File: config.mk
export PLATFORM = sky130hd
export DESIGN_NAME = wb_output_bank_flat
export DESIGN_NICKNAME = d
export VERILOG_FILES = /design/src/rtl/wb_output_bank_if.sv /design/src/rtl/wb_output_bank.sv /design/src/flat_wrapper.sv
export SDC_FILE = /design/constraint.sdc
export NUM_CORES = 1
export LEC_CHECK = 0
export BUFFER_PORTS_ARGS = -buffer_cell sky130_fd_sc_hd__clkbuf_2
export CORE_UTILIZATION = 50
export DETAILED_ROUTE_END_ITERATION = 16
export HOLD_SLACK_MARGIN = 0.02
export PLACE_DENSITY = 0.72
export SYNTH_ARGS = -nofsm -noshare
export SYNTH_HDL_FRONTEND = slang
export SYNTH_SLANG_ARGS = --single-unit
File: constraint.sdc
create_clock -name clock -period 1.7 [get_ports clock]
set_input_delay 0.17 -clock clock [delete_from_list [all_inputs] [get_ports clock]]
set_output_delay 0.17 -clock clock [all_outputs]
set_load 0.01 [all_outputs]
File: src/rtl/wb_output_bank_if.sv
// ---------------------------------------------------------------------------
// wb_output_bank_if
// Wishbone classic bus bundle between a bus master and wb_output_bank.
//   cyc_i/stb_i/we_i  cycle, strobe, write enable (master -> slave)
//   adr_i             byte address                (master -> slave)
//   sel_i             byte-lane enables           (master -> slave)
//   dat_i             write data / bit mask       (master -> slave)
//   dat_o             registered read data        (slave -> master)
//   ack_o/err_o/rty_o termination signals          (slave -> master)
// ---------------------------------------------------------------------------
interface wb_output_bank_if #(
  parameter int ADDR_WIDTH   = 32,
  parameter int DATA_WIDTH   = 32,
  parameter int SELECT_WIDTH = 4
) ();
  logic                    cyc_i;
  logic                    stb_i;
  logic                    we_i;
  logic [ADDR_WIDTH-1:0]   adr_i;
  logic [SELECT_WIDTH-1:0] sel_i;
  logic [DATA_WIDTH-1:0]   dat_i;
  logic [DATA_WIDTH-1:0]   dat_o;
  logic                    ack_o;
  logic                    err_o;
  logic                    rty_o;

  modport master (
    output cyc_i, stb_i, we_i, adr_i, sel_i, dat_i,
    input  dat_o, ack_o, err_o, rty_o
  );

  modport slave (
    input  cyc_i, stb_i, we_i, adr_i, sel_i, dat_i,
    output dat_o, ack_o, err_o, rty_o
  );
endinterface

File: src/rtl/wb_output_bank.sv
// ---------------------------------------------------------------------------
// wb_output_bank
// Wishbone slave holding NUM_REGS output registers that drive GPIO/control
// lines. The address selects a register and a write mode
// (0 overwrite, 1 set, 2 clear, 3 toggle), applied per byte lane under sel_i.
// Transfers terminate with a one-cycle registered ack_o, or err_o when the
// register index is out of range. At most one transfer per two clocks.
//
// Optional feature macro: WB_OUTBANK_PULSE_EN
//   When defined, bits set with mode 1 self-clear PULSE_CYCLES clocks after
//   the commit edge. When undefined, set bits persist.
//
// Ports
//   clock  in   single clock, all state on posedge
//   reset  in   asynchronous active-low reset
//   bus    slave modport of wb_output_bank_if (cyc/stb/we/adr/sel/dat, ack/err/rty)
//   out    out  NUM_REGS*DATA_WIDTH, register i at out[i*DATA_WIDTH +: DATA_WIDTH]
// ---------------------------------------------------------------------------
module wb_output_bank #(
  parameter int                        DATA_WIDTH   = 32,
  parameter int                        SELECT_WIDTH = 4,
  parameter int                        NUM_REGS     = 4,
  parameter int                        IDX_W        = 2,
  parameter int                        ADDR_WIDTH   = 32,
  parameter logic [DATA_WIDTH-1:0]     RESET_PAT    = '0,
  parameter int                        PULSE_CYCLES = 8
) (
  input  logic                           clock,
  input  logic                           reset,
  wb_output_bank_if.slave                bus,
  output logic [NUM_REGS*DATA_WIDTH-1:0] out
);

  localparam int GB   = $clog2(SELECT_WIDTH);
  localparam int GRAN = DATA_WIDTH / SELECT_WIDTH;

  typedef enum logic [1:0] {ST_IDLE, ST_ACK, ST_ERR} state_t;

  state_t                  state_q, state_d;
  logic [DATA_WIDTH-1:0]   dat_o_q, dat_o_d;
  logic [DATA_WIDTH-1:0]   regs_q [NUM_REGS];
  logic [DATA_WIDTH-1:0]   regs_d [NUM_REGS];

  logic [1:0]              mode;
  logic [IDX_W-1:0]        idx;
  logic                    idx_ok;
  logic                    req;
  logic                    wr_commit;

  // Expand byte-lane enables into a per-bit mask.
  function automatic logic [DATA_WIDTH-1:0] lane_mask(input logic [SELECT_WIDTH-1:0] sel);
    logic [DATA_WIDTH-1:0] m;
    m = '0;
    for (int l = 0; l < SELECT_WIDTH; l++) begin
      m[l*GRAN +: GRAN] = {GRAN{sel[l]}};
    end
    return m;
  endfunction

  // New register value for a write; unselected lanes keep the old value.
  function automatic logic [DATA_WIDTH-1:0] apply_write(
    input logic [DATA_WIDTH-1:0]   old_v,
    input logic [DATA_WIDTH-1:0]   dat,
    input logic [SELECT_WIDTH-1:0] sel,
    input logic [1:0]              md
  );
    logic [DATA_WIDTH-1:0] m;
    logic [DATA_WIDTH-1:0] nv;
    m = lane_mask(sel);
    case (md)
      2'd0:    nv = dat;
      2'd1:    nv = old_v | dat;
      2'd2:    nv = old_v & ~dat;
      default: nv = old_v ^ dat;
    endcase
    return (nv & m) | (old_v & ~m);
  endfunction

  assign mode      = bus.adr_i[GB+1:GB];
  assign idx       = bus.adr_i[GB+2 +: IDX_W];
  assign idx_ok    = (int'(idx) < NUM_REGS);
  // Requests are only sampled in IDLE, so a strobe held through ACK/ERR
  // cannot commit a second write.
  assign req       = bus.cyc_i & bus.stb_i & (state_q == ST_IDLE);
  assign wr_commit = req & idx_ok & bus.we_i;

  // Unused address bits and the pulse length (ignored in the default build).
  logic unused_ok;
  assign unused_ok = ^{bus.adr_i, (PULSE_CYCLES > 0)};

  // FSM next state
  always_comb begin
    state_d = ST_IDLE;
    case (state_q)
      ST_IDLE: begin
        if (req) state_d = idx_ok ? ST_ACK : ST_ERR;
        else     state_d = ST_IDLE;
      end
      default: state_d = ST_IDLE;
    endcase
  end

  // FSM outputs: termination decoded from state, never both
  always_comb begin
    bus.ack_o = (state_q == ST_ACK);
    bus.err_o = (state_q == ST_ERR);
    bus.rty_o = 1'b0;
  end

  assign bus.dat_o = dat_o_q;

  // Read data capture
  always_comb begin
    dat_o_d = dat_o_q;
    if (req) begin
      if (!idx_ok)         dat_o_d = '0;
      else if (!bus.we_i)  dat_o_d = regs_q[idx];
    end
  end

`ifdef WB_OUTBANK_PULSE_EN
  localparam int CW = $clog2(PULSE_CYCLES + 1);

  logic [CW-1:0]         cnt_q  [NUM_REGS];
  logic [CW-1:0]         cnt_d  [NUM_REGS];
  logic [DATA_WIDTH-1:0] mask_q [NUM_REGS];
  logic [DATA_WIDTH-1:0] mask_d [NUM_REGS];

  // Expiry is applied before a same-edge write so the write wins its bits.
  always_comb begin
    logic [DATA_WIDTH-1:0] base;
    logic [DATA_WIDTH-1:0] wbits;
    base  = '0;
    wbits = bus.dat_i & lane_mask(bus.sel_i);
    for (int i = 0; i < NUM_REGS; i++) begin
      base      = regs_q[i];
      cnt_d[i]  = cnt_q[i];
      mask_d[i] = mask_q[i];
      if (cnt_q[i] != '0) begin
        cnt_d[i] = cnt_q[i] - CW'(1);
        if (cnt_q[i] == CW'(1)) begin
          base      = base & ~mask_q[i];
          mask_d[i] = '0;
        end
      end
      regs_d[i] = base;
      if (wr_commit && (int'(idx) == i)) begin
        regs_d[i] = apply_write(base, bus.dat_i, bus.sel_i, mode);
        case (mode)
          2'd0: begin
            cnt_d[i]  = '0;
            mask_d[i] = '0;
          end
          2'd1: begin
            cnt_d[i]  = CW'(PULSE_CYCLES);
            mask_d[i] = mask_d[i] | wbits;
          end
          2'd2:    mask_d[i] = mask_d[i] & ~wbits;
          default: mask_d[i] = mask_d[i];
        endcase
      end
    end
  end

  always_ff @(posedge clock or negedge reset) begin
    if (!reset) begin
      for (int i = 0; i < NUM_REGS; i++) begin
        cnt_q[i]  <= '0;
        mask_q[i] <= '0;
      end
    end else begin
      for (int i = 0; i < NUM_REGS; i++) begin
        cnt_q[i]  <= cnt_d[i];
        mask_q[i] <= mask_d[i];
      end
    end
  end
`else
  always_comb begin
    for (int i = 0; i < NUM_REGS; i++) begin
      regs_d[i] = regs_q[i];
      if (wr_commit && (int'(idx) == i)) begin
        regs_d[i] = apply_write(regs_q[i], bus.dat_i, bus.sel_i, mode);
      end
    end
  end
`endif

  // State, read data and output registers
  always_ff @(posedge clock or negedge reset) begin
    if (!reset) begin
      state_q <= ST_IDLE;
      dat_o_q <= '0;
      for (int i = 0; i < NUM_REGS; i++) regs_q[i] <= RESET_PAT;
    end else begin
      state_q <= state_d;
      dat_o_q <= dat_o_d;
      for (int i = 0; i < NUM_REGS; i++) regs_q[i] <= regs_d[i];
    end
  end

  for (genvar g = 0; g < NUM_REGS; g++) begin : g_out
    assign out[g*DATA_WIDTH +: DATA_WIDTH] = regs_q[g];
  end

endmodule
File: src/flat_wrapper.sv
// flat-port wrapper written by rule: the top's interface ports become plain ports
module wb_output_bank_flat 
#(
  parameter int                        DATA_WIDTH   = 32,
  parameter int                        SELECT_WIDTH = 4,
  parameter int                        NUM_REGS     = 4,
  parameter int                        IDX_W        = 2,
  parameter int                        ADDR_WIDTH   = 32,
  parameter logic [DATA_WIDTH-1:0]     RESET_PAT    = '0,
  parameter int                        PULSE_CYCLES = 8
)
  (clock, reset, out, bus_cyc_i, bus_stb_i, bus_we_i, bus_adr_i, bus_sel_i, bus_dat_i, bus_dat_o, bus_ack_o, bus_err_o, bus_rty_o);
  wb_output_bank_if #(.ADDR_WIDTH(ADDR_WIDTH), .DATA_WIDTH(DATA_WIDTH), .SELECT_WIDTH(SELECT_WIDTH)) bus_i ();
  input  logic clock;
  input  logic reset;
  output logic [NUM_REGS*DATA_WIDTH-1:0] out;
  input wire logic [$bits(bus_i.cyc_i)-1:0] bus_cyc_i;
  input wire logic [$bits(bus_i.stb_i)-1:0] bus_stb_i;
  input wire logic [$bits(bus_i.we_i)-1:0] bus_we_i;
  input wire logic [$bits(bus_i.adr_i)-1:0] bus_adr_i;
  input wire logic [$bits(bus_i.sel_i)-1:0] bus_sel_i;
  input wire logic [$bits(bus_i.dat_i)-1:0] bus_dat_i;
  output wire logic [$bits(bus_i.dat_o)-1:0] bus_dat_o;
  output wire logic [$bits(bus_i.ack_o)-1:0] bus_ack_o;
  output wire logic [$bits(bus_i.err_o)-1:0] bus_err_o;
  output wire logic [$bits(bus_i.rty_o)-1:0] bus_rty_o;
  assign bus_i.cyc_i = bus_cyc_i;
  assign bus_i.stb_i = bus_stb_i;
  assign bus_i.we_i = bus_we_i;
  assign bus_i.adr_i = bus_adr_i;
  assign bus_i.sel_i = bus_sel_i;
  assign bus_i.dat_i = bus_dat_i;
  assign bus_dat_o = bus_i.dat_o;
  assign bus_ack_o = bus_i.ack_o;
  assign bus_err_o = bus_i.err_o;
  assign bus_rty_o = bus_i.rty_o;
  wb_output_bank #(.DATA_WIDTH(DATA_WIDTH), .SELECT_WIDTH(SELECT_WIDTH), .NUM_REGS(NUM_REGS), .IDX_W(IDX_W), .ADDR_WIDTH(ADDR_WIDTH), .RESET_PAT(RESET_PAT), .PULSE_CYCLES(PULSE_CYCLES)) u_core (.clock(clock), .reset(reset), .bus(bus_i), .out(out));
endmodule
[Word-level counts from Yosys, hierarchy flattened]
Index checks and enable logic that the tools add are counted.
Widths: inputs -> output; s select.
Operators by class
  magnitude comparators: 1
  eq/ne operators: 7
  muxes and demuxes: 13
  bitwise logic cells: 31
  reduce and logical (&&, ||, !) cells: 8
Operators with widths (number)
  $and 32x32->32: 12
  $pmux 32 s3: 4
  $or 32x32->32: 8
  $mux 32: 6
  $xor 32x32->32: 4
  $bmux 32 s2: 1
  $not 32->32: 2
  $eq 2x2->1 const B: 4
  $eq 2x1->1 const B: 3
  $logic_not 2->1: 3
  $logic_and 1x1->1: 4
  $and 1x1->1: 3
  $ge 3x3->1 const B: 1
  $not 2->3: 1
  $mux 2: 1
  $reduce_and 2->1: 1
  $mux 1: 1
  $not 1->1: 1
Storage, ports and cells
  register bits after elaboration: 162
  input port bits: 73
  output and inout port bits: 163
  word-level logic and storage cells: 66

[Logic depth before layout (Yosys ltp)]
  depth in word-level cells: 7
  mapped depth: 5
  depth with buffers taken out: 5

[Worst setup path after synthesis]
OpenSTA, ideal clock, no wires.
  path kind: reg-to-reg
  start: register u_core.state_q[0]
  end: register u_core.dat_o_q[10] (netlist: u_core.bus.dat_o[10])
  setup time: 0.125 ns
  arrival: 1.435 ns
  required time: 1.575 ns
  path slack: 0.140 ns
  cell stages (with the launch flop): 6
  path buffers: 2
  clock period less this slack: 1.560 ns
  cells stage by stage: dfrtp_1 > and3b_1 > nor2b_1 > clkbuf_1 > buf_4 > mux2_2
On the way
  word-level cells in the longest chain between the ends: 3
RTL lines
  start: declaration: line wb_output_bank.sv:39  | state_t state_q, state_d;
  start signal: assignment: line wb_output_bank.sv:196  | state_q <= state_d;
  $logic_not 2->1: line wb_output_bank.sv:84  | assign req = bus.cyc_i & bus.stb_i & (state_q == ST_IDLE);
  $and 1x1->1: line wb_output_bank.sv:84
  $reduce_and 2->1 (no line)
  end signal: assignment: line wb_output_bank.sv:197  | dat_o_q <= dat_o_d;
  end: declaration: line wb_output_bank.sv:40  | logic [DATA_WIDTH-1:0] dat_o_q, dat_o_d;
Every way passes these cells.
A chain may end at the register's enable or synchronous reset.

==> impl_metrics.yaml <==
outcome:
  status: "finished, final reports clean"
finish:
  fillers: 2218
  drive_gt1_share_pct: 48.7
  multi_input_area_um2: 8970
  instances_no_fill: 1790
  syn2layout_area_growth_pct: 20.6
  finish.net_count: 1729
  regArea_um2: 4030
logic_synthesis:
  yosysUniqueCellTypes: 22
  synth_area_leader_cell: "dfrtp_1"
  ys_ff_latch: 161
  synthTopCellsByCount: "inv_1, ha_1, dfrtp_1, mux2_2, mux4_2"
  synth-seq-area-share_pct: 27.9
  synthCells: 1094
  ys.flop_type: "dfrtp_1"
  ys_warn_count: 0
  synth.avg_cell_area_um2: 13.2
  synth_top_area_share_pct: 27.9
  async_reset_ff_share_pct: 100
  synth_area_um2: 14500
  synth_enable_flop_cells: 0
  synth.most_common_cell: "inv_1"
  synth.area.top_cells: "dfrtp_1, mux4_2, ha_1"
power:
  power_per_cell_area_nw_per_um2: 878
  p_leak_nw: 9.07
  switching_share_pct: 33.7
  p_sw_w: 0.00515
  internal-power_w: 0.0102
  comb_power_share_pct: 37.3
  power.share.clock_pct: 26.4
  vdd_drop_max_mv: 0.526
  pwr-share-seq_pct: 36.3
clocking:
  cts_made_buffers: 17
  cts-root-buf: "clkbuf_16"
  cts_buffer_depth: 2
  post-cts-setup-buffer-count: 0
  htreeDepth: 4
  cts_tree: "built"
  clk_pin_slew_ns: 0.06
  insertion_delay_ns: 0.44
  clock_sinks: 161
route:
  drt_iter0_markers: 531
  totalWireLength_um: 32400
  num_vias: 9632
  viasPerCell: 5.38
  detail-route-antenna-nets: 0
  routedWlPerCell_um: 18.1
  firstDrtPassIters: 5
  drc: 0
min_path:
  hp-start: "bus_stb_i"
  hp-class: "input port to flip-flop"
worst_setup_path:
  cp_slowest_stage_delay_ns: 0.47
  crit_chain: "inv_1 -> ha_1 -> mux4_2 -> mux2_2"
  cp-end-kind: "flip-flop"
  cp_max_fo: 5
  path_class: "flip-flop to flip-flop"
  crit_required_ns: 2.01
  worst-path-buf-inv: 1
  arrival_ns: 1.97
  critPathTopFamily: "multiplexers"
  crit_slowest_cell: "mux4_2"
  start_kind: "flip-flop"
floorplan:
  fp.dieW_um: 172
  core-area_um2: 28100
  initial_utilization_pct: 51.5
  die_y_um: 172
  num_io_pins: 236
  die-area_um2: 29600
  num_rows: 61
timing:
  finalSetupViolations: 0
  holdWs_ns: 0.0590
  hold_viol: 0
  period_needed_ns: 1.65
  finClkSkew_ns: 0.0106
  grt_setup_unrepaired: "false"
  drv_slew: 0
  fin_crit_sh_pct: 97.2
  fmax_mhz: 605
placement:
  port_buffers: 205
  globalplace.congestion: 0.791
  dpl.cell_count: 1756
  dpl.hpwl_um: 23900
global_route:
  grt.overflow.total: 0
  grt_pass1_vias: 9977
  grt_pass1_wl_um: 52500
  grt.met3_usage_pct: 3.91
  track_usage_pct: 23.3
  grt_max_degree: 51
  antenna_found_initial: 3
  use_met2_pct: 39.7
  use_met1_pct: 30.8
  grt_busiest_layer: "met2"
flow_run:
  max-cap-violations: 0
-- cell usage in the layout (no fill, tap or decap) --
cell type | Yosys | layout
buf_12 | 0 | 21
and3b_1 | 1 | 1
inv_1 | 288 | 288
clkbuf_2 | 0 | 201
mux4_1 | 13 | 13
clkinv_4 | 0 | 1
and2b_1 | 1 | 1
dfrtp_1 | 161 | 157
nand4_2 | 4 | 3
nor2b_4 | 0 | 1
clkbuf_1 | 1 | 1
nor2b_1 | 2 | 1
clkinvlp_4 | 0 | 6
nor2_2 | 1 | 1
buf_2 | 8 | 1
inv_6 | 0 | 2
mux2_1 | 2 | 2
dlygate4sd3_1 | 0 | 2
nand3_2 | 2 | 2
diode_2 | 0 | 1
nand4_4 | 0 | 1
and4b_2 | 0 | 1
clkbuf_16 | 0 | 18
buf_6 | 18 | 3
ha_1 | 256 | 256
mux2_2 | 158 | 158
nand3_4 | 10 | 10
dfrtp_2 | 0 | 4
bufinv_16 | 0 | 3
mux4_2 | 147 | 147
buf_4 | 16 | 103
conb_1 | 1 | 2
-- area by class of cell --
class,count,share of cell area [%]
multi-input combinational,600,51.5
sequential,161,23.1
timing repair buffer,332,13.1
inverter,288,6.20
tap,378,2.71
clock buffer,18,2.46
clock inverter,12,0.926
antenna,1,0.0144
-- final timing paths --
path	slack [ns]	cells after the start	endpoint
hold / removal	0.06	2	u_core.state_q[0]
hold reg to reg	0.50	1	u_core.bus.dat_o[6]
setup / recovery	0.05	4	flip-flop
setup reg to reg	0.05	4	flip-flop
min in group asynchronous	0.18	2	asynchronous set/reset pin
max in group asynchronous	0.91	3	asynchronous set/reset pin
-- cells by family (layout without fill, tap and decap cells) --
kind of cell  after synthesis  after routing  synth area share, %
fa+ha+maj                 256            256                 22.1
buf+inv                   334            650                 10.2
flops                     161            161                 27.9
mux                       320            320                 37.7
other cells                 1              3               0.0259
simple gates               22             22                 2.01
-- power groups by stage --
stage	combinational, W	clock (W)	sequential (W)
2_1_floorplan	0.00309	0	0.00585
3_3_place_gp	0.00541	0	0.00555
3_5_place_dp	0.00576	0	0.00560
4_1_cts	0.00581	0.00413	0.00554
5_1_grt	0.00644	0.00426	0.00569
6_report	0.00572	0.00404	0.00556
-- through the flow --
stage	setup TNS, ns	worst slack (ns)	util (%)	power [W]	area (um^2)
floorplan	0	0.140	-	0.00895	14500
global placement	0	0.0578	59.8	0.0110	16800
detailed placement	-0.00437	-0.00437	59.8	0.0114	16800
CTS	0	0.0147	61.9	0.0155	17400
global route	0	0.00538	62.1	0.0164	17400
finish	0	0.0475	62.1	0.0153	17400
-- timing repair --
item | 4_1_cts | 5_1_grt
gates resized for setup | 0 | 6
hold endpoints to repair | 162 | 0
setup endpoints to repair | 0 | 5
hold buffers | 2 | 0
-- routing by layer --
| metal | part of all wire, % | vias to the layer above |
|---|---|---|
| met5 | 0.040 | - |
| met4 | 1.3 | 2 |
| met2 | 50 | 200 |
| met3 | 4.2 | 30 |
| li1 | - | 4419 |
| met1 | 45 | 4981 |
-- worst register-to-register path, cell delays in order (launching register included) --
cell,delay (ns)
dfrtp_1,0.43
inv_1,0.08
ha_1,0.29
mux4_2,0.47
mux2_2,0.27
No activity file was read; power rests on OpenSTA's default activity.
